$ cat src/rtl/mem_scanner_pkg.sv
// mem_scanner_pkg
//   Shared definitions for the memory scanner: FSM state encoding and
//   parameter defaults.
//   No ports.
package mem_scanner_pkg;

  typedef enum logic [1:0] {
    ST_IDLE = 2'd0,
    ST_REQ  = 2'd1,
    ST_WAIT = 2'd2,
    ST_HOLD = 2'd3
  } state_t;

  localparam int ADDR_W_DEF  = 3;
  localparam int DATA_W_DEF  = 8;
  localparam int DWELL_DEF   = 50_000_000;
  localparam int TIMEOUT_DEF = 16;

endpackage

$ cat src/rtl/mem_scanner_if.sv
// mem_scanner_if
//   Read bus between the scanner (master) and the memory (slave).
//   Signals:
//     rd_addr   master->slave  address being read
//     rd_req    master->slave  one-cycle read request
//     rd_data   slave->master  read data, valid only with rd_valid
//     rd_valid  slave->master  read data strobe
interface mem_scanner_if
  import mem_scanner_pkg::*;
#(
  parameter int ADDR_W = ADDR_W_DEF,
  parameter int DATA_W = DATA_W_DEF
);

  logic [ADDR_W-1:0] rd_addr;
  logic              rd_req;
  logic [DATA_W-1:0] rd_data;
  logic              rd_valid;

  modport master (
    output rd_addr,
    output rd_req,
    input  rd_data,
    input  rd_valid
  );

  modport slave (
    input  rd_addr,
    input  rd_req,
    output rd_data,
    output rd_valid
  );

endinterface

$ cat src/rtl/hex2seven_seg.sv
// hex2seven_seg
//   Hex nibble to seven-segment decoder, segments active-high as {g,f,e,d,c,b,a}.
//   Ports:
//     i_ce   in   1  enable; segments blank when 0
//     i_hex  in   4  nibble to show
//     o_seg  out  7  segment drive
module hex2seven_seg (
  input  logic       i_ce,
  input  logic [3:0] i_hex,
  output logic [6:0] o_seg
);

  logic [6:0] w_seg;

  always_comb begin
    w_seg = 7'h00;
    case (i_hex)
      4'h0: w_seg = 7'h3F;
      4'h1: w_seg = 7'h06;
      4'h2: w_seg = 7'h5B;
      4'h3: w_seg = 7'h4F;
      4'h4: w_seg = 7'h66;
      4'h5: w_seg = 7'h6D;
      4'h6: w_seg = 7'h7D;
      4'h7: w_seg = 7'h07;
      4'h8: w_seg = 7'h7F;
      4'h9: w_seg = 7'h6F;
      4'hA: w_seg = 7'h77;
      4'hB: w_seg = 7'h7C;
      4'hC: w_seg = 7'h39;
      4'hD: w_seg = 7'h5E;
      4'hE: w_seg = 7'h79;
      4'hF: w_seg = 7'h71;
      default: w_seg = 7'h00;
    endcase
  end

  assign o_seg = i_ce ? w_seg : 7'h00;

endmodule

$ cat src/rtl/mem_scanner_button_edge.sv
// button_edge
//   Raw active-low button -> synchronised press pulse. The pin is inverted,
//   passed through two flops, and the 0->1 edge of the synchronised level
//   becomes a registered one-cycle pulse, three clocks after the pin falls.
//   Ports:
//     i_clk    in   1  clock
//     i_rst_n  in   1  asynchronous active-low reset
//     i_btn_n  in   1  raw button, active-low, asynchronous to i_clk
//     o_pulse  out  1  one-cycle press pulse
module button_edge (
  input  logic i_clk,
  input  logic i_rst_n,
  input  logic i_btn_n,
  output logic o_pulse
);

  logic r_sync1;
  logic r_sync2;
  logic r_prev;
  logic r_pulse;

  always_ff @(posedge i_clk or negedge i_rst_n) begin
    if (!i_rst_n) begin
      r_sync1 <= 1'b0;
      r_sync2 <= 1'b0;
      r_prev  <= 1'b0;
      r_pulse <= 1'b0;
    end else begin
      r_sync1 <= ~i_btn_n;
      r_sync2 <= r_sync1;
      r_prev  <= r_sync2;
      r_pulse <= r_sync2 & ~r_prev;
    end
  end

  assign o_pulse = r_pulse;

endmodule

$ cat src/rtl/mem_scanner.sv
// mem_scanner
//   Walks memory addresses in order, issues one read per address, and shows
//   the returned byte on LEDs and three seven-segment digits. Run mode
//   auto-advances every DWELL(+overhead) clocks; otherwise one read per step press.
//   Ports:
//     clk            in   1       system clock
//     reset          in   1       asynchronous active-low reset
//     w_button_run   in   1       raw run/pause button, active-low
//     w_button_step  in   1       raw step button, active-low
//     bus            master       read bus (rd_addr, rd_req, rd_data, rd_valid)
//     led            out  DATA_W  last successfully read byte
//     ss_lo / ss_hi  out  7       led nibbles, or "E" while err
//     ss_addr        out  7       address of the displayed byte
//     busy           out  1       read in progress (REQ or WAIT)
//     err            out  1       last read timed out
//
//   state | meaning
//   IDLE  | waiting for run or a step press
//   REQ   | rd_req pulse, timeout counter loaded
//   WAIT  | waiting for rd_valid or timeout
//   HOLD  | value on display; dwell in run mode, then advance address
module mem_scanner
  import mem_scanner_pkg::*;
#(
  parameter int ADDR_W  = ADDR_W_DEF,
  parameter int DATA_W  = DATA_W_DEF,
  parameter int DWELL   = DWELL_DEF,
  parameter int TIMEOUT = TIMEOUT_DEF
) (
  input  logic              clk,
  input  logic              reset,
  input  logic              w_button_run,
  input  logic              w_button_step,
  mem_scanner_if.master     bus,
  output logic [DATA_W-1:0] led,
  output logic [6:0]        ss_lo,
  output logic [6:0]        ss_hi,
  output logic [6:0]        ss_addr,
  output logic              busy,
  output logic              err
);

  localparam int DW_W = $clog2(DWELL);
  localparam int TO_W = $clog2(TIMEOUT);
  localparam logic [DW_W-1:0] DW_LOAD = DW_W'(DWELL - 1);
  localparam logic [TO_W-1:0] TO_LOAD = TO_W'(TIMEOUT - 1);

  state_t            r_state;
  state_t            w_state_nxt;
  logic              r_run;
  logic [ADDR_W-1:0] r_rd_addr;
  logic [ADDR_W-1:0] r_disp_addr;
  logic [DATA_W-1:0] r_led;
  logic              r_err;
  logic [TO_W-1:0]   r_to_cnt;
  logic [DW_W-1:0]   r_dw_cnt;
  logic              r_dw_tc;

  logic w_run_pls;
  logic w_step_pls;
  logic w_step_ok;
  logic w_cap;
  logic w_tmo;
  logic w_addr_inc;

  button_edge u_btn_run (
    .i_clk   (clk),
    .i_rst_n (reset),
    .i_btn_n (w_button_run),
    .o_pulse (w_run_pls)
  );

  button_edge u_btn_step (
    .i_clk   (clk),
    .i_rst_n (reset),
    .i_btn_n (w_button_step),
    .o_pulse (w_step_pls)
  );

  // A run press in the same cycle wins over step.
  assign w_step_ok = w_step_pls & ~w_run_pls & ~r_run & (r_state == ST_IDLE);

  always_ff @(posedge clk or negedge reset) begin
    if (!reset) begin
      r_state <= ST_IDLE;
      r_run   <= 1'b0;
    end else begin
      r_state <= w_state_nxt;
      if (w_run_pls) begin
        r_run <= ~r_run;
      end
    end
  end

  always_comb begin
    w_state_nxt = r_state;
    w_cap       = 1'b0;
    w_tmo       = 1'b0;
    w_addr_inc  = 1'b0;
    case (r_state)
      ST_IDLE: begin
        if (r_run || w_step_ok) begin
          w_state_nxt = ST_REQ;
        end
      end
      ST_REQ: begin
        w_state_nxt = ST_WAIT;
      end
      ST_WAIT: begin
        if (bus.rd_valid) begin
          w_cap       = 1'b1;
          w_state_nxt = ST_HOLD;
        end else if (r_to_cnt == '0) begin
          w_tmo       = 1'b1;
          w_state_nxt = ST_HOLD;
        end
      end
      ST_HOLD: begin
        if (!r_run) begin
          w_addr_inc  = 1'b1;
          w_state_nxt = ST_IDLE;
        end else if (r_dw_tc) begin
          w_addr_inc  = 1'b1;
          w_state_nxt = ST_REQ;
        end
      end
      default: w_state_nxt = ST_IDLE;
    endcase
  end

  // Timeout and dwell are down-counters. The dwell terminal count is
  // registered, so HOLD lasts DWELL+1 clocks and the run-mode period is
  // DWELL + 2 + rd_valid latency.
  always_ff @(posedge clk or negedge reset) begin
    if (!reset) begin
      r_to_cnt <= TO_LOAD;
      r_dw_cnt <= DW_LOAD;
      r_dw_tc  <= 1'b0;
    end else begin
      if (r_state == ST_REQ) begin
        r_to_cnt <= TO_LOAD;
      end else if (r_state == ST_WAIT && r_to_cnt != '0) begin
        r_to_cnt <= r_to_cnt - TO_W'(1);
      end

      if (r_state != ST_HOLD) begin
        r_dw_cnt <= DW_LOAD;
      end else if (r_dw_cnt != '0) begin
        r_dw_cnt <= r_dw_cnt - DW_W'(1);
      end

      r_dw_tc <= (r_state == ST_HOLD) && (w_state_nxt == ST_HOLD) && (r_dw_cnt == '0);
    end
  end

  always_ff @(posedge clk or negedge reset) begin
    if (!reset) begin
      r_rd_addr   <= '0;
      r_disp_addr <= '0;
      r_led       <= '0;
      r_err       <= 1'b0;
    end else begin
      if (w_cap) begin
        r_led       <= bus.rd_data;
        r_disp_addr <= r_rd_addr;
        r_err       <= 1'b0;
      end else if (w_tmo) begin
        r_err <= 1'b1;
      end
      if (w_addr_inc) begin
        r_rd_addr <= r_rd_addr + ADDR_W'(1);
      end
    end
  end

  assign bus.rd_addr = r_rd_addr;
  assign bus.rd_req  = (r_state == ST_REQ);
  assign busy        = (r_state == ST_REQ) || (r_state == ST_WAIT);
  assign led         = r_led;
  assign err         = r_err;

  logic [3:0] w_hex_lo;
  logic [3:0] w_hex_hi;
  logic [3:0] w_hex_addr;

  assign w_hex_lo   = r_err ? 4'hE : r_led[3:0];
  assign w_hex_hi   = r_err ? 4'hE : r_led[7:4];
  assign w_hex_addr = 4'(r_disp_addr);

  hex2seven_seg u_seg_lo (
    .i_ce  (1'b1),
    .i_hex (w_hex_lo),
    .o_seg (ss_lo)
  );

  hex2seven_seg u_seg_hi (
    .i_ce  (1'b1),
    .i_hex (w_hex_hi),
    .o_seg (ss_hi)
  );

  hex2seven_seg u_seg_addr (
    .i_ce  (1'b1),
    .i_hex (w_hex_addr),
    .o_seg (ss_addr)
  );

endmodule

$ cat src/flat_wrapper.sv
// flat-port wrapper written by rule: the top's interface ports become plain ports
module mem_scanner_flat import mem_scanner_pkg::*;
#(
  parameter int ADDR_W  = ADDR_W_DEF,
  parameter int DATA_W  = DATA_W_DEF,
  parameter int DWELL   = DWELL_DEF,
  parameter int TIMEOUT = TIMEOUT_DEF
)
  (clk, reset, w_button_run, w_button_step, led, ss_lo, ss_hi, ss_addr, busy, err, bus_rd_addr, bus_rd_req, bus_rd_data, bus_rd_valid);
  mem_scanner_if #(.ADDR_W(ADDR_W), .DATA_W(DATA_W)) bus_i ();
  input  logic clk;
  input  logic reset;
  input  logic w_button_run;
  input  logic w_button_step;
  output logic [DATA_W-1:0] led;
  output logic [6:0] ss_lo;
  output logic [6:0] ss_hi;
  output logic [6:0] ss_addr;
  output logic busy;
  output logic err;
  output wire logic [$bits(bus_i.rd_addr)-1:0] bus_rd_addr;
  output wire logic [$bits(bus_i.rd_req)-1:0] bus_rd_req;
  input wire logic [$bits(bus_i.rd_data)-1:0] bus_rd_data;
  input wire logic [$bits(bus_i.rd_valid)-1:0] bus_rd_valid;
  assign bus_rd_addr = bus_i.rd_addr;
  assign bus_rd_req = bus_i.rd_req;
  assign bus_i.rd_data = bus_rd_data;
  assign bus_i.rd_valid = bus_rd_valid;
  mem_scanner #(.ADDR_W(ADDR_W), .DATA_W(DATA_W), .DWELL(DWELL), .TIMEOUT(TIMEOUT)) u_core (.clk(clk), .reset(reset), .w_button_run(w_button_run), .w_button_step(w_button_step), .bus(bus_i), .led(led), .ss_lo(ss_lo), .ss_hi(ss_hi), .ss_addr(ss_addr), .busy(busy), .err(err));
endmodule
$ cat config.mk
export PLATFORM = sky130hd
export DESIGN_NAME = mem_scanner_flat
export DESIGN_NICKNAME = d
export VERILOG_FILES = /design/src/rtl/mem_scanner_pkg.sv /design/src/rtl/mem_scanner_if.sv /design/src/rtl/hex2seven_seg.sv /design/src/rtl/mem_scanner_button_edge.sv /design/src/rtl/mem_scanner.sv /design/src/flat_wrapper.sv
export SDC_FILE = /design/constraint.sdc
export NUM_CORES = 1
export LEC_CHECK = 0
export ABC_AREA = 1
export BUFFER_PORTS_ARGS = -buffer_cell sky130_fd_sc_hd__buf_2
export CORE_MARGIN = 2
export CORE_UTILIZATION = 55
export DETAILED_ROUTE_END_ITERATION = 16
export PLACE_DENSITY = 0.84
export SYNTH_ARGS = -nofsm -noshare
export SYNTH_HDL_FRONTEND = slang
export SYNTH_HIERARCHICAL = 1
export SYNTH_SLANG_ARGS = --single-unit
$ cat constraint.sdc
create_clock -name clk -period 2 [get_ports clk]
set_clock_uncertainty 0.15 [all_clocks]
set_input_delay 0.1 -clock clk [delete_from_list [all_inputs] [get_ports clk]]
set_output_delay 0.1 -clock clk [all_outputs]
set_load 0.02 [all_outputs]
# Yosys cells after proc, flatten, opt, wreduce, memory -nomap -nowiden
# Memories as Yosys holds them, arrays and structs flattened.
# Cells that the tools add are included.
op_classes:
  n_addsub: 3
  eq_ne: 5
  mux: 22
  bitwise_logic: 11
  n_reduce_logical: 13
op_table:
  columns: ["operator", "count"]
  rows:
  - ["two-way mux 26 bit", 2]
  - ["zero test 26 bit", 1]
  - ["nonzero test 26 bit", 1]
  - ["subtractor 26 x 1 -> 26 bit (second input constant)", 1]
  - ["two-way mux 4 bit", 4]
  - ["two-way mux 1 bit", 10]
  - ["two-way mux 2 bit", 5]
  - ["case mux 2 bit (4 select lines)", 1]
  - ["== test 2 bit (second input constant)", 3]
  - ["NOT 1 bit", 6]
  - ["nonzero test 2 bit", 3]
  - ["bitwise AND 1 bit", 5]
  - ["zero test 4 bit", 1]
  - ["nonzero test 4 bit", 1]
  - ["subtractor 4 x 1 -> 4 bit (second input constant)", 1]
  - ["adder 3 x 1 -> 3 bit (second input constant)", 1]
  - ["logical AND 1 bit", 3]
  - ["== test 2 x 1 -> 1 bit (second input constant)", 1]
  - ["zero test 2 bit", 1]
  - ["logical OR 1 bit", 2]
  - ["!= test 2 bit (second input constant)", 1]
word_totals:
  regBits: 57
  rom_bits: 336
  output_inout_bits: 35
  n_memories: 3
memory_table:
  columns: ["name", "words", "word_bits", "read_ports", "rd_ports_with_merged_regs", "write_ports", "line_no", "rtl"]
  rows:
  - ["(no name shown)", 16, 7, 1, 0, 0, "hex2seven_seg.sv:17", "case (i_hex)"]
  - ["(no name shown)", 16, 7, 1, 0, 0, "hex2seven_seg.sv:17", null]
  - ["(no name shown)", 16, 7, 1, 0, 0, "hex2seven_seg.sv:17", null]

# Logic depth before layout (Yosys ltp)
# Gate-level depths: netlist of the first run.
depth:
  ltp_word: 10
  mapped_depth: 9
  ltp_nobuf: 9

# Modules after synthesis
# The synthesis of the first run kept the hierarchy.
by_module_without_submodules:
  columns: ["mod", "n_inst", "cells_each", "area_each_um2", "seq_area_each_um2"]
  rows:
  - ["mem_scanner", 1, 390, 2880.3, 1253.7]
  - ["hex2seven_seg at u_core.u_seg_addr ...", 2, 53, 325.3, 0.0]
  - ["hex2seven_seg at u_core.u_seg_lo", 1, 47, 304.0, 0.0]
  - ["button_edge", 2, 7, 113.9, 100.1]

# Worst setup path before layout of the first run
# No wires, ideal clock.
synth_timing:
  path_kind: "register -> output"
  from: "reg u_core.r_err, in the netlist u_core/err"
  to: "out ss_hi[1]"
  arrival_time_ns: 1.684
  slack_ns: 0.066
  stages_incl_launch_ff: 7
  path_cell_list: "dfrtp_1 -> or2_2 -> inv_1 -> ha_1 -> nand3_1 -> nand2_1 -> a21oi_1"
synth_between:
  elab_chain_len: 2
synth_rtl:
  columns: ["element", "line_no", "rtl"]
  rows:
  - ["from (decl)", "mem_scanner.sv:54", "logic r_err;"]
  - ["from (signal assigned)", "mem_scanner.sv:161", "r_err <= 1'b0;"]
  - ["from (signal assigned)", "mem_scanner.sv:166", "r_err <= 1'b0;"]
  - ["from (signal assigned)", "mem_scanner.sv:168", "r_err <= 1'b1;"]
  - ["two-way mux 4 bit", "mem_scanner.sv:187", "assign w_hex_hi = r_err ? 4'hE : r_led[7:4];"]
  - ["named net u_core.w_hex_hi[1]", "mem_scanner.sv:183", "logic [3:0] w_hex_hi;"]
  - ["memory (16 x 7 bit)", null, null]
  - ["to (decl)", "flat_wrapper.sv:17", "output logic [6:0] ss_hi;"]
# The timed path passes the listed nets, and every way through them passes these cells.

# Worst setup path after layout of the first run
layout_timing:
  from: "reg u_core.r_err, in the netlist u_core/err"
  to: "out ss_hi[6]"
# Same word-level chain as after synthesis.

==> impl_metrics.csv, run 1 <==
group,metric,value,unit
layout,area_delta_synth_final,24.3,%
synthesis,synth-main-ff-cell,"dfrtp_1",
timing,fin_ws,-115,ps
synthesis,synthTopCellsByArea,"dfrtp_1 (22%), dfstp_2 (14%), nand2_1 (12%), ha_1 (8.0%), nor2_1 (7.9%)",
worst_hold_path,min_to,"u_core/r_disp_addr[2]",
global_route,antenna_found_initial,0,
global_route,grt-ovfl-total,0,
synthesis,synth_edf_count,0,
clock_tree,cts_tree,"done",
floorplan,start_util,0.563,
job,maxCapViolCount,0,
power_and_ir_drop,p_leak,2.53,nW
layout,fin_area,5050,um^2
synthesis,synth_cell_types,34,
timing,period_share,1.06,
layout,drive_gt1_frac,0.288,
synthesis,yosysTopAreaCellShare,0.216,
global_route,grt_first_pass_wirelength,17000,um
detailed_routing,drt_iter0_drc,266,
worst_setup_path,cp.arrival,1870,ps
detailed_routing,wl_per_cell,13.9,um
synthesis,synth_top_area_cell,"dfrtp_1",
worst_hold_path,min_path_type,"in -> reg",
detailed_routing,via_per_inst,5.24,
timing,worst_pin_slew,713,ps
power_and_ir_drop,p_int,3.53,mW
floorplan,placementRows,31,
worst_setup_path,r2r_setup_slack,120,ps
synthesis,synth_common_cells,"nand2_1 (126), nor2_1 (85), inv_1 (72), nand3_1 (59), dfrtp_1 (35)",
layout,nets,686,
global_route,grt.total_usage,0.254,
synthesis,synth_seq_cells,57,
place,dp_hpwl,6480,um
clock_tree,cts_root_buf,"clkbuf_8",
synthesis,async_flop_share,1.00,
worst_setup_path,critical_path_class,"reg -> out",
power_and_ir_drop,switching_power,3.08,mW
worst_setup_path,slowest_delay,480,ps
detailed_routing,antenna_left,0,
timing,slew_violations,0,
worst_setup_path,r2r-start,"u_core/r_state[0]",
timing,period_needed,2120,ps
clock_tree,clk_pin_slew,70,ps
timing,rsz0062_at_grt,"true",
power_and_ir_drop,vdd.ir_drop.worst,0.516,mV
global_route,grt_max_degree,58,
detailed_routing,vias,3936,
floorplan,fp.dieArea,8090,um^2
synthesis,ys_seq_area_frac,0.358,
synthesis,ys_warn_count,6,
synthesis,synth_cells,557,
place,dpl_cell_area,4460,um^2
power_and_ir_drop,p_seq_frac,0.247,
detailed_routing,dr.pass1.iters,5,
floorplan,coreArea,7210,um^2
layout,fill_cells,542,
worst_setup_path,start_kind,"flop",
detailed_routing,drc,0,
worst_setup_path,crit_path_end_kind,"output pin",
worst_hold_path,hold_depth,3,
place,globalplace.congestion,0.916,
worst_setup_path,slowest_stage,"dfrtp_2",
power_and_ir_drop,power_density,1310,nW/um^2
worst_setup_path,r2r_end,"u_core/r_dw_tc",
clock_tree,cts.sinks,57,
worst_setup_path,path_max_fanout,8,
timing,hold_viol,0,
floorplan,ioPinCount,48,
clock_tree,numCtsBuffers,9,
status,status,"finished, violations left",
floorplan,fp.dieW,89.9,um
power_and_ir_drop,switching_share,0.465,
worst_setup_path,worst_r2r_path_depth,9,
clock_tree,cts_max_path_buffers,2,
timing,setup_tns,-719,ps
timing,setup_violations,12,
detailed_routing,drt_wl_total,10500,um
power_and_ir_drop,fin_total_pwr,6.61,mW
synthesis,syn_area,4060,um^2
synthesis,syn_area_per_cell,7.29,um^2
worst_setup_path,path_delay_family,"simple AND/OR/NAND/NOR gates",
timing,fmax,473,MHz
worst_setup_path,cp_num_buf_inv,3,
worst_setup_path,worst_ep_required_time,1750,ps
floorplan,die_h,89.9,um
global_route,grt_pass1_vias,3818,
power_and_ir_drop,pwr-share-comb,0.570,
timing,relSlewSlack,0.524,
worst_setup_path,crit_chain,"or2_4 -> inv_6 -> buf_6 -> ha_4 -> nand3_1 -> nand2_1 -> nor2_1 -> buf_4",
place,io_buffers,47,
worst_hold_path,min_from,"bus_rd_valid",
status,violations,"setup timing",
synthesis,yosysMostFrequentCell,"nand2_1",
clock_tree,ctsHtreeMaxLevel,3,
clock_tree,clock_latency,350,ps
power_and_ir_drop,clockPowerShare,0.183,
layout,antenna_cells,0,
## timing repair
action	in CTS	in global routing
hold buffers	11	0
endpoints found under the setup margin	14	25
pin swaps	6	12
cloned	1	0
endpoints found under the hold margin	45	0
setup buffers	3	1
gates resized for setup	33	39
## cells by family (layout without fill, tap and decap cells)
kind of cell / count (synthesis) / in the layout / synth area share
fa+ha+maj: 26 / 26 / 0.0801
flops: 57 / 57 / 0.358
other cells: 2 / 22 / 0.00185
compound gates: 51 / 51 / 0.0671
simple gates: 327 / 328 / 0.385
xor+xnor: 4 / 4 / 0.00862
buf+inv: 90 / 164 / 0.0995
## registers in the layout, summed over array words and instances, names as in the netlist, 2 cells and up
register	cells
u_core/bus.rd_addr	3
u_core/led	8
u_core/r_disp_addr	3
u_core/r_dw_cnt	26
u_core/r_state	2
u_core/r_to_cnt	4
## cells in the final DEF, fill, tap and decap left out, types with 3 or more instances in the layout
cell type      count
nand2_1          119
nor2_1            79
inv_1             64
nand3_1           55
buf_2             34
dfrtp_1           33
o21ai_0           22
dfstp_2           22
conb_1            22
buf_4             21
ha_1              17
a21oi_1           16
nand3_2           15
nor2_2            14
nand2_2           12
dlygate4sd3_1     11
clkbuf_8          10
inv_2              8
or2_4              6
nor2_4             6
nand2_4            6
nand3b_1           6
ha_4               6
o21ai_1            5
xor2_1             4
clkinvlp_4         3
buf_6              3
nand4_1            3
nor3_1             3
a21oi_2            3
inv_4              3
ha_2               3
## stage by stage
| step | utilization | hold slack, ps | setup slack (ps) | std cells |
|---|---|---|---|---|
| 2_1_floorplan | - | -346 | 66.0 | 577 |
| 3_3_place_gp | 0.618 | 95.6 | 163 | 719 |
| 3_5_place_dp | 0.618 | 97.1 | 81.0 | 719 |
| 4_1_cts | 0.683 | 77.5 | -61.6 | 750 |
| 5_1_grt | 0.700 | 36.4 | -192 | 751 |
| 6_report | 0.700 | 14.5 | -115 | 751 |
## power by group through the flow
stage	Combinational [mW]	Clock (mW)	Sequential, mW
6_report	3.77	1.21	1.63
2_1_floorplan	2.17	0	1.69
3_5_place_dp	2.94	0	1.62
4_1_cts	3.30	1.23	1.62
3_3_place_gp	2.83	0	1.61
5_1_grt	4.08	1.28	1.66
## metal layers
layer / vias up / part of all wire / wire length (um) / global-route usage
met2: 150 / 0.52 / 5500 / 0.459
met4: 0 / 0.031 / 328 / 0.106
li1: 1907 / - / - / -
met1: 1843 / 0.39 / 4110 / 0.297
met3: 36 / 0.051 / 533 / 0.0461
met5: - / 0 / 0 / 0
## worst register-to-register path, stage by stage, from the launching register on
cell and delay [ps]:
dfrtp_1 410, inv_1 140, ha_1 310, nand2_2 190, nand2_1 80, a21oi_1 130
nand3_1 110, nand2_1 100, nor2_1 40, and2_1 130
## worst max path at each step
stage	startpoint	end	cells past startpoint	slack (ps)
3_3_place_gp	u_core/err	ss_lo[3]	7	160
6_report	u_core/err	ss_hi[6]	8	-120
5_1_grt	u_core/err	ss_hi[6]	8	-190
2_1_floorplan	u_core/err	ss_hi[1]	6	70
4_1_cts	u_core/err	ss_lo[3]	7	-60
3_5_place_dp	u_core/err	ss_lo[3]	7	80
## cell type report
class	count	area, um^2	area share
Timing Repair Buffer	69	472	0.0934
Inverter	79	328	0.0649
Tap cell	99	124	0.0245
Multi-Input combinational cell	431	2450	0.485
Clock buffer	11	141	0.0280
Clock inverter	5	80.1	0.0159
Sequential cell	57	1460	0.288
No activity file was read; power rests on OpenSTA's default activity.
==> run 2, diff against run 1 <==
--- a/config.mk
+++ b/config.mk
@@ -10,7 +10,7 @@
 export CORE_MARGIN = 2
 export CORE_UTILIZATION = 55
 export DETAILED_ROUTE_END_ITERATION = 16
-export PLACE_DENSITY = 0.84
+export PLACE_DENSITY = 0.74
 export SYNTH_ARGS = -nofsm -noshare
 export SYNTH_HDL_FRONTEND = slang
 export SYNTH_HIERARCHICAL = 1
==> run 2 against run 1 <==
  * The flow still finishes with violations (setup timing)
  * Sequential cell count unchanged
  * Combinational power down 3%
  * Worst hold slack better by 110 ps
  * Register-to-register slack better by 30 ps
  * Clock power down 9.9%
  * Sequential power about the same
  * Worst setup slack better by 26 ps
  * Global-route usage down 1.2 points
  * Cell count up 0.40%
  * Utilization up 0.14 points
  * Largest power group unchanged
  * Highest routed layer unchanged
==> impl_metrics.csv, run 2 (synthesized netlist as in run 1, its figures left out) <==
group,metric,value,unit
timing,relSlewSlack,0.573,
worst_setup_path,path_max_fanout,6,
global_route,grt_max_degree,33,
power_and_ir_drop,p_leak,2.54,nW
detailed_routing,antenna_left,0,
layout,fill_cells,581,
floorplan,placementRows,31,
worst_hold_path,min_path_type,"in -> reg",
timing,setup_violations,9,
detailed_routing,highest_layer,"met4",
layout,final_cell_mix,"nand2_1 (123), nor2_1 (81), inv_1 (66)",
worst_setup_path,slowest_delay,470,ps
layout,area_delta_synth_final,24.5,%
detailed_routing,wl_per_cell,12.7,um
detailed_routing,wl_met3,394,um
global_route,grt_first_pass_wirelength,16200,um
status,status,"finished, violations left",
layout,fin_area,5060,um^2
floorplan,coreArea,7210,um^2
floorplan,die_h,89.9,um
layout,regMostFlops,"u_core/r_dw_cnt",
layout,nets,689,
job,maxCapViolCount,0,
global_route,grt_pass1_vias,3624,
floorplan,ioPinCount,48,
clock_tree,cts_max_path_buffers,2,
place,dpl_cell_area,4470,um^2
detailed_routing,wl_met2,4860,um
detailed_routing,drt_wl_total,9590,um
power_and_ir_drop,power_density,1260,nW/um^2
worst_setup_path,r2r_setup_slack,150,ps
timing,slew_violations,0,
layout,final_cells,754,
timing,hold_viol,0,
detailed_routing,vias,3754,
global_route,antenna_found_initial,0,
detailed_routing,dr.pass1.iters,4,
detailed_routing,via_per_inst,4.98,
clock_tree,cts.sinks,57,
layout,largest_register_ffs,26,
worst_setup_path,crit_path_end_kind,"output pin",
floorplan,fp.dieArea,8090,um^2
layout,antenna_cells,0,
global_route,grt-ovfl-total,0,
worst_setup_path,start_kind,"flop",
place,globalplace.congestion,0.922,
timing,period_needed,2090,ps
place,dp_hpwl,6540,um
timing,fmax,479,MHz
clock_tree,clock_latency,340,ps
timing,worst_pin_slew,641,ps
layout,final_common_cell,"nand2_1",
worst_setup_path,cp.arrival,1840,ps
clock_tree,clk_pin_slew,60,ps
floorplan,fp.dieW,89.9,um
worst_setup_path,crit_chain,"or2_4 -> ha_2 -> o21ai_1 -> nor2_1 -> nor2_2 -> buf_6",
detailed_routing,drc,0,
timing,fin_ws,-89.4,ps
worst_setup_path,worst_ep_required_time,1750,ps
place,io_buffers,47,
timing,period_share,1.04,
place,dp.cells,719,
worst_setup_path,slowest_stage,"dfrtp_2",
clock_tree,cts_root_buf,"clkbuf_8",
worst_setup_path,critical_path_class,"reg -> out",
clock_tree,cts_tree,"done",
layout,final_util,0.701,
power_and_ir_drop,vdd.ir_drop.worst,0.575,mV
detailed_routing,drt_iter0_drc,140,
power_and_ir_drop,fin_total_pwr,6.37,mW
detailed_routing,wl_met1,4160,um
place,preCtsSetupSlack,116,ps
status,violations,"setup timing",
clock_tree,ctsHtreeMaxLevel,3,
timing,rsz0062_at_grt,"true",
floorplan,start_util,0.563,
global_route,grt.total_usage,0.242,
clock_tree,numCtsBuffers,9,
layout,drive_gt1_frac,0.284,
[run 2: cell types whose count changed in the layout (fill, tap and decap cells not counted), moves of 2 or more]
cell,previous run,this run
nor2_1,79,81
a21oi_1,16,14
nand2_1,119,123
nand2_2,12,8
inv_1,64,66
a21oi_2,3,5
buf_4,21,18
clkinvlp_4,3,0
or2_4,6,8
buf_2,34,37
nor2_2,14,12
[run 2: what timing repair did]
action,in CTS,in global routing
pin swaps,3,12
hold endpoints to repair,20,0
hold buffers,11,0
gates resized for setup,32,38
endpoints found under the setup margin,14,16
setup buffers,4,1
gates cloned,2,1
[run 2: layout make-up]
cell class                 count  area [um^2]  share of cell area
clock inverter                 3         40.0             0.00791
timing repair buffer          70          484              0.0957
multi-input combinational    433         2470               0.488
sequential                    57         1460               0.288
clock buffer                  13          159              0.0314
inverter                      79          324              0.0640
tap                           99          124              0.0245
[run 2: layer usage]
layer  vias up  GRT usage
met1      1735      0.311
li1       1917          -
met5         -          0
met3        17     0.0344
met2        85      0.412
met4         0      0.100
[run 2: stage by stage]
| stage | TNS (ps) | hold slack [ps] |
|---|---|---|
| floorplan | 0 | -346 |
| global placement | 0 | -1.46 |
| detailed placement | 0 | 9.50 |
| CTS | -24.0 | 114 |
| global route | -1410 | 139 |
| finish | -324 | 126 |
[run 2: power breakdown]
group	internal [mW]	switching (mW)
Sequential	1.40	0.234
Clock	0.640	0.445
Combinational	1.41	2.24
[run 2: path summary, 6_finish.rpt]
path                                     startpoint                        to  cells past startpoint
setup / recovery                         u_core/err                  ss_lo[3]                      6
hold / removal                         bus_rd_valid     u_core/r_disp_addr[2]                      4
setup reg to reg                 u_core/r_dw_cnt[0]        u_core/r_dw_cnt[0]                      9
hold reg to reg            u_core/u_btn_run/r_sync1  u_core/u_btn_run/r_sync2                      0
max in group asynchronous                     reset       u_core/r_dw_cnt[12]                      3
min in group asynchronous                     reset       u_core/r_dw_cnt[18]                      2
[run 2: critical path: cells and delay by family, from the launching register on]
family	cells	cell delay, ps
and+or+nand+nor	3	500
DFF	1	470
AOI/OAI and AO/OA	1	220
adders and majority gates	1	200
buffers and inverters	1	120
==> run 3, diff against run 2 <==
--- a/config.mk
+++ b/config.mk
@@ -9,6 +9,7 @@
 export BUFFER_PORTS_ARGS = -buffer_cell sky130_fd_sc_hd__buf_2
 export CORE_MARGIN = 2
 export CORE_UTILIZATION = 55
+export CTS_BUF_LIST = sky130_fd_sc_hd__clkbuf_2
 export DETAILED_ROUTE_END_ITERATION = 16
 export PLACE_DENSITY = 0.74
 export SYNTH_ARGS = -nofsm -noshare
==> constraint.sdc (replaced) <==
create_clock -name clk -period 2.1 [get_ports clk]
set_clock_uncertainty 0.15 [all_clocks]
set_input_delay 0.105 -clock clk [delete_from_list [all_inputs] [get_ports clk]]
set_output_delay 0.105 -clock clk [all_outputs]
set_load 0.02 [all_outputs]
==> run 3 against run 2 <==
  * The run still ends with setup timing left
  * Total power down 5.6%
  * Routed wire length up 3.2%
  * Cell count up 1.3%
  * Register-to-register slack about the same
  * Clock power down 38%
  * Utilization up 0.43 points
  * Highest routed layer unchanged
  * Via count up 2.5%
==> impl_metrics.csv, run 3 (synthesized netlist as in run 1, its figures left out) <==
group,metric,value,unit
timing,fmax,438,MHz
detailed_routing,antenna_left,0,
layout,seq_area,1460,um^2
power_and_ir_drop,fin_total_pwr,6.01,mW
floorplan,fp.dieW,89.9,um
worst_hold_path,min_path_type,"in -> async",
layout,regMostFlops,"u_core/r_dw_cnt",
power_and_ir_drop,vdd.ir_drop.worst,0.544,mV
timing,slew_violations,0,
worst_setup_path,endpoint,"ss_hi[5]",
detailed_routing,drc,0,
status,violations,"setup timing",
layout,area_delta_synth_final,25.3,%
clock_tree,numCtsBuffers,9,
global_route,grt-ovfl-total,0,
worst_setup_path,path_max_fanout,6,
detailed_routing,drt_wl_total,9890,um
place,dp.cells,717,
clock_tree,cts_tree,"done",
global_route,grt_pass1_vias,3595,
worst_setup_path,cp.arrival,2030,ps
timing,worst_pin_slew,720,ps
layout,final_common_cell,"nand2_1",
layout,final_cell_mix,"nand2_1 (120), nor2_1 (81), inv_1 (63)",
layout,multi_input_area,2500,um^2
timing,period_needed,2290,ps
clock_tree,cts_max_path_buffers,2,
detailed_routing,vias,3846,
global_route,antenna_found_initial,0,
clock_tree,clock_latency,480,ps
power_and_ir_drop,p_leak,2.58,nW
layout,nets,699,
worst_setup_path,start_kind,"flop",
worst_setup_path,worst_ep_required_time,1850,ps
timing,setup_violations,14,
worst_setup_path,r2r_end,"u_core/r_dw_tc",
layout,final_util,0.706,
worst_setup_path,startpoint,"u_core/err",
floorplan,start_util,0.563,
floorplan,ioPinCount,48,
global_route,grt_max_degree,58,
worst_setup_path,worst_r2r_path_depth,9,
layout,final_cells,764,
layout,largest_register_ffs,26,
clock_tree,clk_pin_slew,160,ps
clock_tree,cts.sinks,57,
layout,fill_cells,594,
place,io_buffers,47,
floorplan,coreArea,7210,um^2
status,status,"finished, violations left",
place,globalplace.congestion,0.878,
place,preCtsSetupSlack,170,ps
global_route,grt_first_pass_wirelength,16800,um
layout,antenna_cells,0,
timing,rsz0062_at_grt,"true",
timing,relSlewSlack,0.520,
detailed_routing,dr.pass1.iters,6,
worst_setup_path,r2r-start,"u_core/r_state[0]",
floorplan,die_h,89.9,um
worst_setup_path,crit_path_end_kind,"output pin",
global_route,grt.total_usage,0.252,
job,maxCapViolCount,0,
worst_setup_path,r2r_setup_slack,150,ps
place,dp_hpwl,6330,um
timing,period_share,1.09,
detailed_routing,drt_iter0_drc,209,
timing,hold-worst-slack,135,ps
layout,drive_gt1_frac,0.307,
power_and_ir_drop,power_density,1180,nW/um^2
clock_tree,ctsHtreeMaxLevel,3,
clock_tree,cts_root_buf,"clkbuf_2",
worst_setup_path,critical_path_class,"reg -> out",
timing,fin_ws,-185,ps
timing,hold_viol,0,
floorplan,placementRows,31,
detailed_routing,wl_per_cell,12.9,um
floorplan,fp.dieArea,8090,um^2
detailed_routing,via_per_inst,5.03,
==> run 3: changes by cell type in the layout (fill, tap and decap cells not counted), sizes merged <==
cell / change
buf: +9
clkbuf: -1
dlygate4sd3: +1
clkinv: +1
==> run 3: per-stage QoR <==
step,setup TNS (ps),cell area (um^2)
6_report,-1730,5090
5_1_grt,-3620,5090
4_1_cts,-980,4950
3_5_place_dp,0,4440
3_3_place_gp,0,4440
2_1_floorplan,0,4140
==> run 3: layer usage <==
metal	global-route usage	share of wire	vias up
met5	0	0	-
met4	0.0923	0.024	0
met3	0.0495	0.032	26
met2	0.412	0.49	92
met1	0.334	0.45	1793
li1	-	-	1935
==> run 3: repair_timing <==
| action | in CTS | in global routing |
|---|---|---|
| pin swaps | 12 | 17 |
| gates cloned | 3 | 0 |
| gates resized for setup | 57 | 29 |
| buffers inserted | 10 | 6 |
| endpoints found under the setup margin | 15 | 17 |
| endpoints found under the hold margin | 61 | 0 |
| hold buffers | 12 | 0 |
==> run 3: critical path, cell delays in order, from the launching register on <==
cell     delay [ps]
dfrtp_2         490
buf_6           150
nor2_4          140
buf_6           150
ha_4            150
inv_1            50
nand2_1          50
nand2_1          70
nor2_1          110
nor2_1           50
buf_2           150
==> run 3: worst min-delay path by stage <==
stage                  startpoint                        end  slack (ps)  cells after the start
floorplan                   reset      u_core/bus.rd_addr[0]        -340                      0
global placement    w_button_step  u_core/u_btn_step/r_sync1         100                      2
detailed placement  w_button_step  u_core/u_btn_step/r_sync1         100                      2
CTS                  w_button_run   u_core/u_btn_run/r_sync1          80                      3
global route         w_button_run   u_core/u_btn_run/r_sync1          70                      3
finish                      reset        u_core/r_dw_cnt[18]         130                      3
==> run 3: final cells by class <==
class / count / area share
well taps: 99 / 0.0243
clock inverters: 4 / 0.00860
clock buffers: 12 / 0.0118
flip-flops and latches: 57 / 0.286
repair buffers: 80 / 0.113
multi-input cells: 433 / 0.492
inverters: 79 / 0.0641
==> run 3: power by group <==
group	total [mW]	switching (mW)	leakage, nW	internal (mW)
sequential	1.53	0.210	0.675	1.32
clock	0.681	0.397	0.0734	0.283
combinational	3.80	2.28	1.83	1.51
total	6.01	2.89	2.58	3.12
